--- src/rtl/alu_seq.sv ---
// Sequential accumulator ALU: single-cycle arithmetic/logic ops plus iterative
// shift-add multiply and restoring divide, one bit per cycle.
//
// state  | meaning
// S_IDLE | waiting for start; single-cycle ops and DIV-by-zero complete here
// S_MUL  | shift-add multiply iterating, busy high
// S_DIV  | restoring unsigned divide iterating, busy high
module alu_seq #(
  parameter int WIDTH   = 16,
  parameter int CONST_W = 12
) (
  input  logic               clock,
  input  logic               rst_n,
  input  logic [WIDTH-1:0]   B,
  input  logic [3:0]         ALU_control,
  input  logic [CONST_W-1:0] const_in,
  input  logic               start,
  output logic               busy,
  output logic               done,
  output logic [WIDTH-1:0]   AC_out,
  output logic [WIDTH-1:0]   REM_out,
  output logic               Z_out,
  output logic               N_out,
  output logic               C_out,
  output logic               DZ_out
);

  localparam int CNT_W = $clog2(WIDTH + 1);

  localparam logic [3:0] OP_ADD = 4'b0001;
  localparam logic [3:0] OP_SUB = 4'b0010;
  localparam logic [3:0] OP_MUL = 4'b0011;
  localparam logic [3:0] OP_DIV = 4'b0100;
  localparam logic [3:0] OP_LDB = 4'b0101;
  localparam logic [3:0] OP_LDC = 4'b0110;
  localparam logic [3:0] OP_INC = 4'b0111;
  localparam logic [3:0] OP_DEC = 4'b1000;
  localparam logic [3:0] OP_CLR = 4'b1001;
  localparam logic [3:0] OP_AND = 4'b1010;
  localparam logic [3:0] OP_OR  = 4'b1011;
  localparam logic [3:0] OP_SHL = 4'b1100;
  localparam logic [3:0] OP_SHR = 4'b1101;

  typedef enum logic [1:0] {S_IDLE, S_MUL, S_DIV} state_t;

  state_t             state, state_nxt;
  logic [CNT_W-1:0]   cnt;
  logic [2*WIDTH-1:0] prod, mcand, prod_nxt;
  logic [WIDTH-1:0]   opb, quo, rem, quo_nxt, rem_nxt;
  logic [WIDTH:0]     div_sh;
  logic [WIDTH+1:0]   div_diff;
  logic [WIDTH-1:0]   ac_sc;
  logic               c_sc;
  logic               accept, last_iter, div_zero;

  assign accept    = start && (state == S_IDLE);
  assign last_iter = (cnt == CNT_W'(1));
  assign div_zero  = (B == '0);

  always_ff @(posedge clock or negedge rst_n) begin
    if (!rst_n) state <= S_IDLE;
    else        state <= state_nxt;
  end

  always_comb begin
    state_nxt = state;
    case (state)
      S_IDLE: begin
        if (accept && ALU_control == OP_MUL)                   state_nxt = S_MUL;
        else if (accept && ALU_control == OP_DIV && !div_zero) state_nxt = S_DIV;
      end
      S_MUL, S_DIV: if (last_iter) state_nxt = S_IDLE;
      default:      state_nxt = S_IDLE;
    endcase
  end

  always_comb begin
    busy = (state != S_IDLE);
  end

  // One iteration step of each long operation.
  always_comb begin
    prod_nxt = opb[0] ? prod + mcand : prod;
    div_sh   = {rem, quo[WIDTH-1]};
    div_diff = {1'b0, div_sh} - {2'b00, opb};
    if (div_diff[WIDTH+1]) begin
      rem_nxt = div_sh[WIDTH-1:0];
      quo_nxt = {quo[WIDTH-2:0], 1'b0};
    end else begin
      rem_nxt = div_diff[WIDTH-1:0];
      quo_nxt = {quo[WIDTH-2:0], 1'b1};
    end
  end

  always_comb begin
    ac_sc = AC_out;
    c_sc  = C_out;
    case (ALU_control)
      OP_ADD: {c_sc, ac_sc} = {1'b0, AC_out} + {1'b0, B};
      OP_SUB: {c_sc, ac_sc} = {1'b0, AC_out} - {1'b0, B};
      OP_LDB: ac_sc = B;
      OP_LDC: ac_sc = WIDTH'(const_in);
      OP_INC: {c_sc, ac_sc} = {1'b0, AC_out} + (WIDTH+1)'(1);
      OP_DEC: {c_sc, ac_sc} = {1'b0, AC_out} - (WIDTH+1)'(1);
      OP_CLR: ac_sc = '0;
      OP_AND: ac_sc = AC_out & B;
      OP_OR:  ac_sc = AC_out | B;
      OP_SHL: begin
        c_sc  = AC_out[WIDTH-1];
        ac_sc = {AC_out[WIDTH-2:0], 1'b0};
      end
      OP_SHR: begin
        c_sc  = AC_out[0];
        ac_sc = {1'b0, AC_out[WIDTH-1:1]};
      end
      default: ;
    endcase
  end

  always_ff @(posedge clock or negedge rst_n) begin
    if (!rst_n) begin
      AC_out  <= '0;
      REM_out <= '0;
      C_out   <= 1'b0;
      DZ_out  <= 1'b0;
      done    <= 1'b0;
      cnt     <= '0;
      prod    <= '0;
      mcand   <= '0;
      opb     <= '0;
      quo     <= '0;
      rem     <= '0;
    end else begin
      done <= 1'b0;
      case (state)
        S_IDLE: begin
          if (accept) begin
            DZ_out <= 1'b0;
            if (ALU_control == OP_MUL) begin
              prod  <= '0;
              mcand <= {{WIDTH{1'b0}}, AC_out};
              opb   <= B;
              cnt   <= CNT_W'(WIDTH);
            end else if (ALU_control == OP_DIV) begin
              if (div_zero) begin
                DZ_out <= 1'b1;
                done   <= 1'b1;
              end else begin
                quo <= AC_out;
                rem <= '0;
                opb <= B;
                cnt <= CNT_W'(WIDTH);
              end
            end else begin
              AC_out <= ac_sc;
              C_out  <= c_sc;
              done   <= 1'b1;
            end
          end
        end
        S_MUL: begin
          prod  <= prod_nxt;
          mcand <= mcand << 1;
          opb   <= opb >> 1;
          cnt   <= cnt - CNT_W'(1);
          if (last_iter) begin
            AC_out <= prod_nxt[WIDTH-1:0];
            C_out  <= |prod_nxt[2*WIDTH-1:WIDTH];
            done   <= 1'b1;
          end
        end
        S_DIV: begin
          rem <= rem_nxt;
          quo <= quo_nxt;
          cnt <= cnt - CNT_W'(1);
          if (last_iter) begin
            AC_out  <= quo_nxt;
            REM_out <= rem_nxt;
            done    <= 1'b1;
          end
        end
        default: ;
      endcase
    end
  end

  assign Z_out = (AC_out == '0);
  assign N_out = AC_out[WIDTH-1];

endmodule

--- config.mk ---
export PLATFORM = sky130hd
export DESIGN_NAME = alu_seq
export DESIGN_NICKNAME = d
export VERILOG_FILES = /design/src/rtl/alu_seq.sv
export SDC_FILE = /design/constraint.sdc
export NUM_CORES = 1
export LEC_CHECK = 0
export ABC_CLOCK_PERIOD_IN_PS = 6500
export BUFFER_PORTS_ARGS = -buffer_cell sky130_fd_sc_hd__buf_2
export CORE_ASPECT_RATIO = 1.5
export CORE_MARGIN = 3
export CORE_UTILIZATION = 30
export DETAILED_ROUTE_END_ITERATION = 10
export PLACE_DENSITY = 0.49
export SYNTH_ARGS = -nofsm -noshare
export SYNTH_HDL_FRONTEND = slang
export SYNTH_SLANG_ARGS = --single-unit
--- constraint.sdc ---
create_clock -name clock -period 6.5 [get_ports clock]
set_input_delay 1.3 -clock clock [delete_from_list [all_inputs] [get_ports clock]]
set_output_delay 1.3 -clock clock [all_outputs]
set_load 0.03 [all_outputs]
# == Word level (Yosys, flattened, before mapping) ==
# Index checks and enable logic that the tools add are counted.
# word_totals
ff_bits,154
in_bits,35
output_inout_bits,38
elab_cells,129
# classes
addsub,7
n_eq_ne,30
muxes,54
n_bitwise,2
reduce_logical,24
# op_table
operator,n
16-bit 2-to-1 mux,18
16-bit case mux with 11 select lines,1
32-bit 2-to-1 mux,5
32-bit case mux with 2 select lines,2
16-bit case mux with 2 select lines,3
16-bit case mux with 3 select lines,1
32-bit adder,1
16-bit logical NOT,2
"4-bit == test, second input constant",6
5-bit 2-to-1 mux,4
17-bit by 16-bit subtractor with 18-bit output,1
"16-bit by 1-bit adder with 17-bit output, second input constant",1
16-bit by 16-bit adder with 17-bit output,1
"16-bit by 1-bit subtractor with 17-bit output, second input constant",1
16-bit by 16-bit subtractor with 17-bit output,1
16-bit bitwise AND,1
"4-bit by 3-bit == test with 1-bit output, second input constant",4
16-bit OR,1
16-bit OR reduction,1
1-bit 2-to-1 mux,12
"12-bit by 1-bit inequality test with 1-bit output, second input constant",1
"2-bit inequality test, second input constant",6
5-bit case mux with 2 select lines,1
"4-bit by 2-bit == test with 1-bit output, second input constant",2
other kinds (25),40

# == Logic depth before layout (Yosys ltp) ==
# Gate-level depths: netlist of run 1.
# logic_depth
ltp_word,7
mapped_depth,13
depth_no_buf,13

# == Worst setup path after synthesis of run 1 ==
# Ideal clock, no wire load.
# synth_path
path_kind,input port to flip-flop
startpoint,input port B[1]
endpoint,register AC_out[15]
setup_ps,124
arrival_time_ps,3506
required_time_ps,6376
slack_ps,2871
path_stages,11
n_path_buf,0
path_cell_list,inv_1 -> ha_1 -> a21oi_1 -> o21bai_1 -> a2111oi_2 -> nor3_1 -> o41a_1 -> a211oi_1 -> nor2_1 -> a31o_1 -> o31a_1
# synth_between
elab_chain_cells,6
word_cells_on_any_way,7
cone_classes,add/sub (2); mux (5)
# synth_lines
element,line,text
"start, declared",14,"input logic [WIDTH-1:0] B,"
16-bit by 16-bit subtractor with 17-bit output or 16-bit by 16-bit adder with 17-bit output (tied branches),"100, 99",
16-bit case mux with 11 select lines (*),98,case (ALU_control)
16-bit 2-to-1 mux (*),144,end else if (ALU_control == OP_DIV) begin
16-bit 2-to-1 mux (*),139,if (ALU_control == OP_MUL) begin
16-bit 2-to-1 mux (*),137,if (accept) begin
16-bit case mux with 3 select lines (*),135,case (state)
"end signal, assigned",155,AC_out <= ac_sc;
"end signal, assigned",167,AC_out <= prod_nxt[WIDTH-1:0];
"end signal, assigned",177,AC_out <= quo_nxt;
"end, declared",20,"output logic [WIDTH-1:0] AC_out,"
# Mark *: on every way between the ends. The rest lies on a longest branch, timed or not. The select of a mux whose other input is x is not followed.
# A chain may end at the register's enable or synchronous reset.

# == Worst setup path after layout of run 1 ==
# layout_path
startpoint,register AC_out[6]
endpoint,output port Z_out
# layout_between
elab_chain_cells,1
# layout_lines
element,line,text
16-bit logical NOT,187,assign Z_out = (AC_out == '0);
"end, declared",22,"output logic Z_out,"
# No other way between the ends.

==> results of run 1 <==
Yosys cell counts, drive strengths merged, types with 22 or more instances:
| cell | count |
|---|---|
| a22o | 30 |
| nor2 | 89 |
| nand2 | 213 |
| nand3 | 26 |
| nor3 | 28 |
| clkbuf | 75 |
| dfrtp | 154 |
| nand4 | 22 |
| xnor2 | 33 |
| o21ai | 160 |
| a21o | 23 |
| nand2b | 25 |
| a21oi | 122 |
| inv | 82 |
| mux2i | 47 |
| ha | 104 |
how the worst min path moves through the flow:
stage                          start         end  slack (ps)  cells after the start
after global routing          quo[0]      quo[0]         500                      1
after CTS                     quo[0]      quo[0]         480                      1
after detailed placement  REM_out[6]  REM_out[6]         470                      2
after floorplan              quo[15]     quo[15]         450                      2
final                     REM_out[7]  REM_out[7]         470                      2
after global placement    REM_out[7]  REM_out[7]         460                      2
cell type report:
cell class                 count  area (um2)
clock buffer                  17         425
clock inverter                15         154
fill                        4484       27900
inverter                      84         315
multi-input combinational   1239        8350
sequential                   154        3850
tap                          564         706
timing repair buffer          98         574
logic make-up (layout without fill, tap and decap cells):
family          Yosys count  after routing  synth area share
fa+ha+maj               108            108             0.107
mux                      65             65            0.0523
buf+inv                 180            214            0.0555
flops                   154            154             0.299
xor+xnor                 51             51            0.0347
compound gates          547            547             0.285
simple gates            468            468             0.165
sequential cells by signal, indices dropped and copies added (netlist names), 2 cells and up:
signal   count
quo         16
cnt          5
prod        32
opb         16
REM_out     16
AC_out      16
rem         16
state        2
mcand       32
routing by layer:
layer | global-route usage | share of wire | routed length (um) | vias up
met3 | 0.0215 | 0.034 | 1400 | 75
met4 | 0.103 | 0.056 | 2350 | 0
li1 | - | - | - | 5818
met2 | 0.310 | 0.49 | 20300 | 278
met1 | 0.227 | 0.42 | 17700 | 5596
met5 | 0 | 0 | 0 | -
worst reg2reg max path, stage by stage (launching register included):
cell and delay, ps:
dfrtp_1 740, inv_1 110, ha_1 380, nor2b_1 170
o21ai_1 170, a21oi_1 140, o41ai_1 600, a21oi_1 260
a31o_2 340, a221o_1 350, a211oi_1 230, nor2_1 60
report_power, final:
part	leakage [nW]	internal, mW	switching (mW)
Clock	0.288	0.542	0.472
Sequential	2.03	1.21	0.371
Combinational	4.08	1.11	1.84
per-stage QoR:
step                cells  utilization  hold WS [ps]  setup slack (ps)  instance area [um2]
floorplan            1573            -           450              2870                12900
global placement     2139        0.327           460              2200                13800
detailed placement   2139        0.327           466              2180                13800
CTS                  2171        0.340           482              2590                14400
global route         2171        0.340           500              2480                14400
finish               2171        0.340           474              2610                14400
==> impl_metrics.tcl, run 1 <==
set metrics [dict create \
    outcome "finished clean" \
    start_util 0.305 \
    synth_seq_area_share 0.299 \
    grt_usage 0.184 \
    cp-end-kind "output port" \
    ff2ff_path_depth 11 \
    cts_buffer_depth 2 \
    crit_path_top_delay_cell "nor4_1" \
    finalSetupViolations 0 \
    hold_violations 0 \
    synth_cell_types 82 \
    cts_sinks 154 \
    synth_edf_count 0 \
    crit_chain "nor4_1, nand4_1, nor2_1, and3_1, buf_2" \
    synth_seq_cells 154 \
    cp-start-kind "register" \
    grt_pass1_wl_mm 66.4 \
    period_share 0.599 \
    final_cell_mix "212 x nand2_1, 153 x dfrtp_1, 150 x o21ai_0, 114 x a21oi_1, 103 x ha_1" \
    drt-initial-drc-count 810 \
    synth-async-reset-ratio 1.00 \
    routabilityCongestion 0.908 \
    synthCells 1573 \
    fin_worst_skew_ps 17.5 \
    synth_area_leaders "dfrtp_1 30%, ha_1 10%, nand2_1 6.2%" \
    cp.depth 5 \
    peakVddDrop_uv 201 \
    n_antenna_cell 0 \
    grt_overflow 0 \
    hold_path.class "register to register" \
    path_max_fanout 14 \
    netlist.area_leader.share 0.299 \
    drive_gt1_frac 0.117 \
    root_buffer "clkbuf_16" \
    synth_top_area_cell "dfrtp_1" \
    cpPeakStageDelay_ps 620 \
    cts_tree "done" \
    crit_type "register to output port" \
    cts_setup_buffers 0 \
    fmax_mhz 257 \
    cts_resized 0 \
    arrival_ps 2590 \
    layout_min_cycle_time_ps 3890 \
    ys.flop_type "dfrtp_1" \
    leakage_nw 6.40 \
    rsz0062_at_grt "false" \
    cp-startpoint "AC_out[6]" \
    cts_buffers 17 \
    h-tree-depth 4 \
    dieArea_um2 45500 \
    worst-r2r-setup-slack_ps 2860 \
    detail-route-antenna-nets 0 \
    slew_headroom 0.309 \
    netlist_area_um2 12900 \
    synth.avg_cell_area_um2 8.18 \
    area_growth_pct 11.8 \
    portBuffers 72 \
    power_mw 5.54 \
    clock_latency_ps 450 \
    syn_nets 1716 \
    endpoint "Z_out" \
    die_w_um 175 \
    synth_warnings 0 \
    antenna_found_initial 0 \
    remaining_drc_errors 0 \
    via_per_inst 5.42 \
    cts.clk_slew.worst_paths_ps 70 \
    wire_per_inst_um 19.2 \
    cp.required_ps 5200 \
    dr.pass1.iters 5 \
    crit_buf_inv 1 \
    routed_wl_mm 41.7 \
    crit_family "simple AND/OR/NAND/NOR gates" \
    vias 11800 \
    r2r-end "AC_out[14]" \
    die_h_um 260 \
    max_cap_violations 0 \
    grt_max_degree 126 \
    worst_slew_pin_slew_ps 1030 \
    rr_startpoint "AC_out[2]" \
    powerDensity_nw_per_um2 385 \
    io_pins 73 \
    nNetsFinal 1737 \
    final_common_cell "nand2_1" \
    hpwl_mm 31.3 \
    maxSlewViolCount 0 \
    holdBufCountCts 0 \
    grt_pass1_vias 11500 \
    rows 92 \
    setup_tns_ps 0 \
    core-area_um2 42200 \
]
(Power assumes the default switching activity.)
==> run 2, diff against run 1 <==
- ABC_CLOCK_PERIOD_IN_PS: 6500 -> 3100
- PLACE_DENSITY: 0.49 -> 0.51
- clock period: 6.5 -> 3.1 ns (I/O delays scaled with it)
==> impl_metrics.tcl, run 2 (synthesis gave the netlist of run 1 again) <==
set metrics [dict create \
    outcome "finished clean" \
    cp-startpoint "mcand[0]" \
    peakVddDrop_uv 443 \
    remaining_drc_errors 0 \
    p_switching_mw 5.93 \
    seq_area_um2 3860 \
    final_common_cell "nand2_1" \
    cp.required_ps 3420 \
    finalInstanceArea_um2 16000 \
    rows 92 \
    h-tree-depth 4 \
    worst_slew_pin_slew_ps 848 \
    portBuffers 72 \
    core-area_um2 42200 \
    final_cell_mix "212 x nand2_1, 184 x buf_4, 150 x dfrtp_1, 149 x o21ai_0, 108 x a21oi_1" \
    place_area_um2 15000 \
    hpwl_mm 35.2 \
    fmax_mhz 323 \
    n_antenna_cell 0 \
    fill_cells 4426 \
    max_cap_violations 0 \
    combPwrFrac 0.592 \
    routed_wl_mm 44.5 \
    endpoint "C_out" \
    rsz0062_at_grt "true" \
    path_max_fanout 2 \
    pwr-share-seq 0.233 \
    ff2ff_path_depth 14 \
    routabilityCongestion 0.908 \
    grt_pass1_vias 12500 \
    dr.pass1.iters 6 \
    r2r-end "C_out" \
    area_growth_pct 24.2 \
    powerDensity_nw_per_um2 808 \
    die_w_um 175 \
    die_h_um 260 \
    io_pins 73 \
    slew_headroom 0.432 \
    cts_tree "done" \
    worst-r2r-setup-slack_ps 2 \
    multi_input_area_um2 8610 \
    drive_gt1_frac 0.221 \
    vias 12600 \
    via_per_inst 5.37 \
    cts_buffers 17 \
    cp-start-kind "register" \
    root_buffer "clkbuf_16" \
    crit_type "register to register" \
    arrival_ps 3420 \
    wire_per_inst_um 19.0 \
    holdBufCountCts 0 \
    hold_path.class "input port to async pin" \
    maxSlewViolCount 0 \
    cts_sinks 154 \
    period_share 0.999 \
    p_int_mw 6.99 \
    grt_usage 0.193 \
    leakage_nw 7.31 \
    grt_pass1_wl_mm 69.6 \
    final_util 0.378 \
    grt_max_degree 68 \
    start_util 0.305 \
    cts_buffer_depth 2 \
    antenna_found_initial 0 \
    drt-initial-drc-count 796 \
    layout_min_cycle_time_ps 3100 \
    detail-route-antenna-nets 0 \
    p_sw_frac 0.459 \
    finalSetupViolations 0 \
    nNetsFinal 1904 \
    fin_worst_skew_ps 14.1 \
    cp-end-kind "register" \
    dieArea_um2 45500 \
    cts.clk_slew.worst_paths_ps 70 \
    hold_violations 0 \
    clock_power_share 0.175 \
    rr_startpoint "mcand[0]" \
    largest_registers "mcand (32), prod (32)" \
    grt_overflow 0 \
    clock_latency_ps 450 \
]
-- run 2: cell count changes in the layout (fill, tap and decap cells not counted), moves of 4 or more --
cell | previous run | this run
a21oi_1 | 114 | 108
a21oi_2 | 7 | 12
buf_12 | 1 | 6
buf_4 | 25 | 184
ha_1 | 103 | 98
ha_2 | 1 | 5
o31ai_1 | 11 | 7
-- run 2: stage by stage --
step,cells,setup WS [ps],hold WS [ps],TNS [ps],total power [mW]
3_3_place_gp,2298,-476,461,-1770,10.4
6_report,2338,1.63,203,0,12.9
4_1_cts,2331,-9.39,221,-9.39,12.8
5_1_grt,2338,-113,238,-156,14.0
3_5_place_dp,2298,-491,466,-1850,10.4
2_1_floorplan,1573,79.9,324,0,7.74
-- run 2: how the worst min path moves through the flow --
| stage | from | to | cells past startpoint |
|---|---|---|---|
| 6_report | rst_n | mcand[30] | 1 |
| 5_1_grt | rst_n | mcand[29] | 1 |
| 3_5_place_dp | REM_out[9] | REM_out[9] | 2 |
| 2_1_floorplan | rst_n | AC_out[0] | 0 |
| 4_1_cts | rst_n | AC_out[15] | 1 |
| 3_3_place_gp | quo[0] | quo[0] | 1 |
-- run 2: power by group through the flow --
stage / sequential, mW / clock [mW] / combinational (mW)
floorplan: 3.17 / 0 / 4.57
CTS: 3.00 / 2.31 / 7.48
detailed placement: 3.03 / 0 / 7.41
global placement: 3.02 / 0 / 7.34
global route: 3.09 / 2.39 / 8.49
finish: 3.02 / 2.25 / 7.65
-- run 2: worst max-delay path, cell delays in order, from the launching register on --
cell and delay [ps]:
dfrtp_1 360, ha_2 200, inv_2 40, fa_2 360, nand2b_4 160, a21oi_4 170
o21ai_4 80, o31ai_4 330, buf_4 170, a21oi_2 60, o21ba_1 220, xnor2_2 180
a2111oi_4 320, and4_1 230, a31oi_1 80
-- run 2: repair_timing --
item | 4_1_cts | 5_1_grt
setup endpoints to repair | 3 | 40
gates resized for setup | 12 | 42
cloned | 0 | 1
setup buffers | 1 | 6
pin swaps | 6 | 22
-- run 2: cell type report --
class                      count  share of cell area
multi-input combinational   1240               0.538
sequential                   154               0.241
timing repair buffer         264               0.118
tap                          564              0.0441
clock buffer                  17              0.0266
inverter                      84              0.0197
clock inverter                15              0.0117
-- run 2: routing by layer --
| layer | wire length (um) | GRT usage | up-vias |
|---|---|---|---|
| li1 | - | - | 6134 |
| met1 | 18000 | 0.220 | 6039 |
| met2 | 22400 | 0.345 | 290 |
| met3 | 1190 | 0.0229 | 100 |
| met4 | 2910 | 0.116 | 0 |
| met5 | 0 | 0 | - |
